File: src/rtl/controlador_funcion_conf_if.sv
// -----------------------------------------------------------------------------
// controlador_funcion_conf_if
//
// Purpose:
//   Bundles the configuration-mode signals that the function controller drives
//   toward the register chip-select decoder and the RTC write sequencer.
//
// Signals:
//   funcion_conf       [2:0] mode code: 000 IDLE, 001 HORA, 010 FECHA, 100 TIMER
//   flag_mostrar_count       countdown running / displayed
//   config_activa            high whenever funcion_conf != 000
//   pulso_escritura          one-cycle commit strobe on a confirmed exit
//   modo_escrito       [2:0] code of the committed mode while pulso_escritura=1
//
// Modports:
//   master  the controller (drives every signal)
//   slave   the decoder / write sequencer (reads every signal)
// -----------------------------------------------------------------------------
interface controlador_funcion_conf_if;

    logic [2:0] funcion_conf;
    logic       flag_mostrar_count;
    logic       config_activa;
    logic       pulso_escritura;
    logic [2:0] modo_escrito;

    modport master (
        output funcion_conf,
        output flag_mostrar_count,
        output config_activa,
        output pulso_escritura,
        output modo_escrito
    );

    modport slave (
        input funcion_conf,
        input flag_mostrar_count,
        input config_activa,
        input pulso_escritura,
        input modo_escrito
    );

endinterface

File: src/rtl/controlador_funcion_conf.sv
// -----------------------------------------------------------------------------
// controlador_funcion_conf
//
// Purpose:
//   Turns debounced button pulses into a one-hot configuration mode, abandons
//   an open configuration after TIMEOUT_CICLOS cycles without button activity,
//   and emits a one-cycle write-commit strobe when the user confirms an edit.
//   Also keeps the "countdown shown" flag that the decoder uses to keep the
//   timer chip-selects asserted.
//
// Parameters:
//   TIMEOUT_CICLOS  cycles of inactivity before a configuration is abandoned
//                   (minimum 2)
//   CNT_W           inactivity counter width, 2**CNT_W > TIMEOUT_CICLOS
//
// Ports:
//   clk                 system clock, rising edge
//   reset               asynchronous, active-low reset
//   btn_hora            pulse: request time-of-day configuration
//   btn_fecha           pulse: request date configuration
//   btn_timer           pulse: request countdown-timer configuration
//   btn_salir           pulse: confirm and leave the current configuration
//   btn_cancelar_timer  pulse: stop the running countdown display
//   fin_timer           pulse: countdown reached zero
//   bus                 master side of controlador_funcion_conf_if
// -----------------------------------------------------------------------------
module controlador_funcion_conf #(
    parameter int unsigned TIMEOUT_CICLOS = 500000000,
    parameter int unsigned CNT_W          = 29
) (
    input  logic                          clk,
    input  logic                          reset,
    input  logic                          btn_hora,
    input  logic                          btn_fecha,
    input  logic                          btn_timer,
    input  logic                          btn_salir,
    input  logic                          btn_cancelar_timer,
    input  logic                          fin_timer,
    controlador_funcion_conf_if.master    bus
);

    // State encoding doubles as the funcion_conf output code.
    typedef enum logic [2:0] {
        IDLE  = 3'b000,
        HORA  = 3'b001,
        FECHA = 3'b010,
        TIMER = 3'b100
    } estado_t;

    localparam logic [CNT_W-1:0] CNT_FIN = CNT_W'(TIMEOUT_CICLOS - 1);
    localparam logic [CNT_W-1:0] CNT_MAX = '1;

    estado_t          estado_q, estado_d;
    logic [CNT_W-1:0] cnt_q, cnt_d;
    logic             flag_q, flag_d;
    logic             config_q, config_d;
    logic             pulso_q, pulso_d;
    logic [2:0]       modo_q, modo_d;
    logic             hay_boton;

    // Next-state logic. Outside IDLE, btn_salir is checked first so a
    // confirmed exit beats both simultaneous mode buttons and a timeout that
    // would expire on the same cycle. Any button pulse while editing counts
    // as activity and restarts the inactivity window.
    always_comb begin
        estado_d  = estado_q;
        cnt_d     = cnt_q;
        flag_d    = flag_q;
        pulso_d   = 1'b0;
        modo_d    = 3'b000;
        hay_boton = btn_hora | btn_fecha | btn_timer | btn_salir | btn_cancelar_timer;

        if (estado_q == IDLE) begin
            cnt_d = '0;
            if (btn_hora) begin
                estado_d = HORA;
            end else if (btn_fecha) begin
                estado_d = FECHA;
            end else if (btn_timer) begin
                estado_d = TIMER;
            end
        end else if (btn_salir) begin
            estado_d = IDLE;
            cnt_d    = '0;
            pulso_d  = 1'b1;
            modo_d   = estado_q;
        end else if (hay_boton) begin
            cnt_d = '0;
        end else if (cnt_q == CNT_FIN) begin
            estado_d = IDLE;
            cnt_d    = '0;
        end else if (cnt_q != CNT_MAX) begin
            cnt_d = cnt_q + 1'b1;
        end

        // Clear first, then set, so a confirmed TIMER exit wins over a
        // simultaneous fin_timer or cancel.
        if (btn_cancelar_timer || fin_timer) begin
            flag_d = 1'b0;
        end
        if ((estado_q == TIMER) && btn_salir) begin
            flag_d = 1'b1;
        end

        // Taken from the next state so config_activa lines up with
        // funcion_conf on the same edge.
        config_d = (estado_d != IDLE);
    end

    always_ff @(posedge clk or negedge reset) begin
        if (!reset) begin
            estado_q <= IDLE;
            cnt_q    <= '0;
            flag_q   <= 1'b0;
            config_q <= 1'b0;
            pulso_q  <= 1'b0;
            modo_q   <= 3'b000;
        end else begin
            estado_q <= estado_d;
            cnt_q    <= cnt_d;
            flag_q   <= flag_d;
            config_q <= config_d;
            pulso_q  <= pulso_d;
            modo_q   <= modo_d;
        end
    end

    assign bus.funcion_conf       = estado_q;
    assign bus.flag_mostrar_count = flag_q;
    assign bus.config_activa      = config_q;
    assign bus.pulso_escritura    = pulso_q;
    assign bus.modo_escrito       = modo_q;

endmodule
File: src/flat_wrapper.sv
// flat-port wrapper written by rule: the top's interface ports become plain ports
module controlador_funcion_conf_flat 
#(
    parameter int unsigned TIMEOUT_CICLOS = 500000000,
    parameter int unsigned CNT_W          = 29
)
  (clk, reset, btn_hora, btn_fecha, btn_timer, btn_salir, btn_cancelar_timer, fin_timer, bus_funcion_conf, bus_flag_mostrar_count, bus_config_activa, bus_pulso_escritura, bus_modo_escrito);
  controlador_funcion_conf_if bus_i ();
  input  logic clk;
  input  logic reset;
  input  logic btn_hora;
  input  logic btn_fecha;
  input  logic btn_timer;
  input  logic btn_salir;
  input  logic btn_cancelar_timer;
  input  logic fin_timer;
  output wire logic [$bits(bus_i.funcion_conf)-1:0] bus_funcion_conf;
  output wire logic [$bits(bus_i.flag_mostrar_count)-1:0] bus_flag_mostrar_count;
  output wire logic [$bits(bus_i.config_activa)-1:0] bus_config_activa;
  output wire logic [$bits(bus_i.pulso_escritura)-1:0] bus_pulso_escritura;
  output wire logic [$bits(bus_i.modo_escrito)-1:0] bus_modo_escrito;
  assign bus_funcion_conf = bus_i.funcion_conf;
  assign bus_flag_mostrar_count = bus_i.flag_mostrar_count;
  assign bus_config_activa = bus_i.config_activa;
  assign bus_pulso_escritura = bus_i.pulso_escritura;
  assign bus_modo_escrito = bus_i.modo_escrito;
  controlador_funcion_conf #(.TIMEOUT_CICLOS(TIMEOUT_CICLOS), .CNT_W(CNT_W)) u_core (.clk(clk), .reset(reset), .btn_hora(btn_hora), .btn_fecha(btn_fecha), .btn_timer(btn_timer), .btn_salir(btn_salir), .btn_cancelar_timer(btn_cancelar_timer), .fin_timer(fin_timer), .bus(bus_i));
endmodule
File: config.mk
export PLATFORM = sky130hd
export DESIGN_NAME = controlador_funcion_conf_flat
export DESIGN_NICKNAME = d
export VERILOG_FILES = /design/src/rtl/controlador_funcion_conf_if.sv /design/src/rtl/controlador_funcion_conf.sv /design/src/flat_wrapper.sv
export SDC_FILE = /design/constraint.sdc
export NUM_CORES = 1
export LEC_CHECK = 0
export CORE_MARGIN = 10
export CORE_UTILIZATION = 45
export CTS_BUF_LIST = sky130_fd_sc_hd__clkbuf_4 sky130_fd_sc_hd__clkbuf_8
export DETAILED_ROUTE_END_ITERATION = 7
export SLEW_MARGIN = 0
export SYNTH_ARGS = -nofsm -noshare
export SYNTH_HDL_FRONTEND = slang
export SYNTH_SLANG_ARGS = --single-unit
File: constraint.sdc
create_clock -name clk -period 5.5 [get_ports clk]
set_input_delay 1.1 -clock clk [delete_from_list [all_inputs] [get_ports clk]]
set_output_delay 1.1 -clock clk [all_outputs]
set_load 0.01 [all_outputs]
==> impl_metrics.env <==
export IMPL_outcome="complete, no violations"
export IMPL_grt_overflow=0
export IMPL_clk_latency_ns=0.29
export IMPL_path_max_fanout=28
export IMPL_clock_sinks=38
export IMPL_slew_headroom=0.4197
export IMPL_endpoint_kind="flip-flop"
export IMPL_ant_nets=0
export IMPL_first_iter_violations=139
export IMPL_vias_per_cell=6.021
export IMPL_synthCells=211
export IMPL_wire_per_inst_um=15.85
export IMPL_drv_slew=0
export IMPL_worstReg2RegEnd="u_core.cnt_q[5]"
export IMPL_drt_wl_total_mm=4.471
export IMPL_yosysSeqAreaShare=0.4777
export IMPL_num_rows=24
export IMPL_avgSynthCellArea_um2=9.434
export IMPL_cts_tree="done"
export IMPL_multi_input_area_um2=983.4
export IMPL_grt_max_degree=39
export IMPL_hp_class="reg -> reg"
export IMPL_dieArea_um2=7484
export IMPL_switchingPower_mw=0.1385
export IMPL_postCtsSetupBuffers=0
export IMPL_reg2reg_from="u_core.cnt_q[9]"
export IMPL_syn_area_um2=1991
export IMPL_core_area_um2=4324
export IMPL_cp_start_kind="input port"
export IMPL_swShare=0.2261
export IMPL_hold_viol_final=0
export IMPL_finalCritPeriodShare=0.6060
export IMPL_clockBufferDepth=2
export IMPL_setup_violations=0
export IMPL_crit_end="u_core.cnt_q[5]"
export IMPL_pwr_share_comb=0.113
export IMPL_die_y_um=86.51
export IMPL_r2r_setup_slack_ns=2.85
export IMPL_r2r_cells=5
export IMPL_cp_required_ns=5.73
export IMPL_seq_area_um2=950.9
export IMPL_timing_max_cap_violations=0
export IMPL_drcViolationCount=0
export IMPL_internal_power_mw=0.4740
export IMPL_numCtsBuffers=5
export IMPL_grt_total_usage=0.1257
export IMPL_finalPower_mw=0.6125
export IMPL_dr_total_vias=1698
export IMPL_io_buffers=16
export IMPL_syn_to_final_growth_pct=15.27
export IMPL_routabilityCongestion=0.8701
export IMPL_cts_root_buf="clkbuf_8"
export IMPL_grt_pass1_vias=1672
export IMPL_antenna_found_initial=0
export IMPL_grt_pass1_wl_mm=7.776
export IMPL_power_density_nw_per_um2=266.9
export IMPL_layout_drive_gt1_share=0.08696
export IMPL_die_w_um=86.51
export IMPL_crit_arrival_ns=3.56
export IMPL_crit_start="btn_hora"
export IMPL_async_reset_ff_frac=1.000
export IMPL_synthFlopType="dfrtp_1"
export IMPL_start_util=0.4604
export IMPL_clkPwrFrac=0.396
export IMPL_fillers=392
export IMPL_max_freq_mhz=300.0
export IMPL_ir_worst_vdd_mv=0.1468
export IMPL_finalCriticalPeriod_ns=3.333
export IMPL_rsz0062_at_grt="no"
export IMPL_crit_type="in -> reg"
export IMPL_path_clk_slew_ns=0.08
export IMPL_leakagePower_nw=0.8412
export IMPL_nets=238
export IMPL_place_hpwl_mm=3.202
export IMPL_dr_pass1_iters=4
export IMPL_syn_nets=220
export IMPL_ioPinCount=17
export IMPL_cts_hold_fix_buffers=0
export IMPL_cts_resized_gates=0
export IMPL_seq_power_share=0.491
export IMPL_finalClockSkew_ns=0.005153
export IMPL_timing_setup_tns_ns=0
export IMPL_ys_types=44
export IMPL_synth_edff_count=0
export IMPL_worst_slew_pin_slew_ns=0.8704
export IMPL_htreeDepth=2
export IMPL_antennaDiodeCount=0
export IMPL_ys_warn_count=0
export IMPL_synth_seq_cells=38
synthesized netlist by cell type, types with 3 or more instances:
cell	number	area, um2
nor3_1	5	25.02
dfrtp_1	38	950.9
or3_1	12	75.07
or4_1	4	30.03
xnor2_1	3	26.28
xor2_1	4	35.03
buf_2	3	15.01
nand4_1	8	50.05
nor2_1	21	78.83
inv_1	7	26.28
o211ai_1	3	22.52
nor4_1	4	25.02
o21ai_0	17	85.08
and2_1	3	18.77
nand2_1	15	56.30
nand3_1	9	45.04
a21oi_1	17	85.08
worst max-delay path, stage by stage:
cell and delay, ns:
clkdlybuf4s50_1 0.48, or4_4 0.58, nor3_2 0.18, a21bo_1 0.54
or4_1 0.59, nand2_1 0.09
area by class of cell:
| class | count | share of cell area |
|---|---|---|
| multi-input cells | 161 | 0.4286 |
| flip-flops and latches | 38 | 0.4144 |
| repair buffers | 16 | 0.06761 |
| clock buffers | 7 | 0.03653 |
| well taps | 52 | 0.02835 |
| clock inverters | 1 | 0.01309 |
| inverters | 7 | 0.01145 |
routing by layer:
metal  track usage  share of wire  vias to the layer above
met5             0              0                        -
met4       0.05155          0.017                        0
met3       0.04221          0.053                        9
met2        0.1893           0.47                       43
met1        0.1609           0.46                      828
li1              -              -                      818
layout by cell type (no fill, tap or decap), types with 2 or more instances in the layout:
| master | Yosys | final |
|---|---|---|
| and2_1 | 3 | 3 |
| dfrtp_1 | 38 | 38 |
| a22o_1 | 2 | 2 |
| clkbuf_4 | 0 | 2 |
| a21oi_1 | 17 | 17 |
| nand3b_1 | 2 | 2 |
| nor4_1 | 4 | 4 |
| or3_1 | 12 | 12 |
| nand2b_1 | 2 | 2 |
| clkbuf_8 | 0 | 5 |
| clkdlybuf4s50_1 | 0 | 15 |
| nand3_1 | 9 | 9 |
| nor3_1 | 5 | 5 |
| xnor2_1 | 3 | 3 |
| nor2_1 | 21 | 21 |
| nand2_1 | 15 | 15 |
| or2_2 | 2 | 2 |
| and4_1 | 2 | 2 |
| or4_1 | 4 | 4 |
| a311o_1 | 2 | 2 |
| mux2i_1 | 2 | 2 |
| or4b_2 | 2 | 2 |
| xor2_1 | 4 | 4 |
| nand4_1 | 8 | 8 |
| nor4_2 | 2 | 2 |
| o21ai_0 | 17 | 17 |
| o211ai_1 | 3 | 3 |
| or4_4 | 2 | 2 |
| inv_1 | 7 | 7 |
| o21a_1 | 2 | 2 |
stage by stage:
step / hold WS, ns / setup WS [ns] / utilization / instance area, um2 / cells
2_1_floorplan: 0.4869 / 2.777 / - / 1991 / 211
3_3_place_gp: 0.4869 / 1.936 / 0.5043 / 2181 / 274
3_5_place_dp: 0.4982 / 1.868 / 0.5043 / 2181 / 274
4_1_cts: 0.5158 / 2.185 / 0.5307 / 2295 / 282
5_1_grt: 0.5492 / 2.039 / 0.5307 / 2295 / 282
6_report: 0.5117 / 2.167 / 0.5307 / 2295 / 282
registers in the layout (all words and copies together), names as in the netlist:
register,cells
u_core.cnt_q,29
u_core.bus.funcion_conf,3
u_core.bus.modo_escrito,3
u_core.bus.config_activa,1
u_core.bus.flag_mostrar_count,1
u_core.bus.pulso_escritura,1
how the worst min path moves through the flow:
stage	start	endpoint	slack (ns)	depth (start not counted)
2_1_floorplan	u_core.cnt_q[28]	u_core.cnt_q[28]	0.49	1
3_3_place_gp	u_core.bus.flag_mostrar_count	u_core.bus.flag_mostrar_count	0.49	1
3_5_place_dp	u_core.bus.flag_mostrar_count	u_core.bus.flag_mostrar_count	0.50	1
4_1_cts	u_core.bus.flag_mostrar_count	u_core.bus.flag_mostrar_count	0.52	1
5_1_grt	u_core.bus.flag_mostrar_count	u_core.bus.flag_mostrar_count	0.55	1
6_report	u_core.bus.flag_mostrar_count	u_core.bus.flag_mostrar_count	0.51	1
power by group through the flow:
| stage | Clock (mW) | Sequential (mW) | Combinational, mW |
|---|---|---|---|
| after global placement | 0 | 0.306 | 0.0705 |
| after CTS | 0.251 | 0.301 | 0.0715 |
| after global routing | 0.261 | 0.302 | 0.0760 |
| after detailed placement | 0 | 0.306 | 0.0711 |
| after floorplan | 0 | 0.311 | 0.0222 |
| final | 0.243 | 0.301 | 0.0691 |
kinds of logic after synthesis:
kind of cell,count (synthesis),synth area share
adder cells (fa/ha/maj),1,0.006284
XOR/XNOR,7,0.03080
AND/OR/NAND/NOR,98,0.2822
AO/OA/AOI/OAI,53,0.1647
flip-flops,38,0.4777
multiplexers,2,0.01006
buffers and inverters,12,0.02828
(Power assumes the default switching activity.)
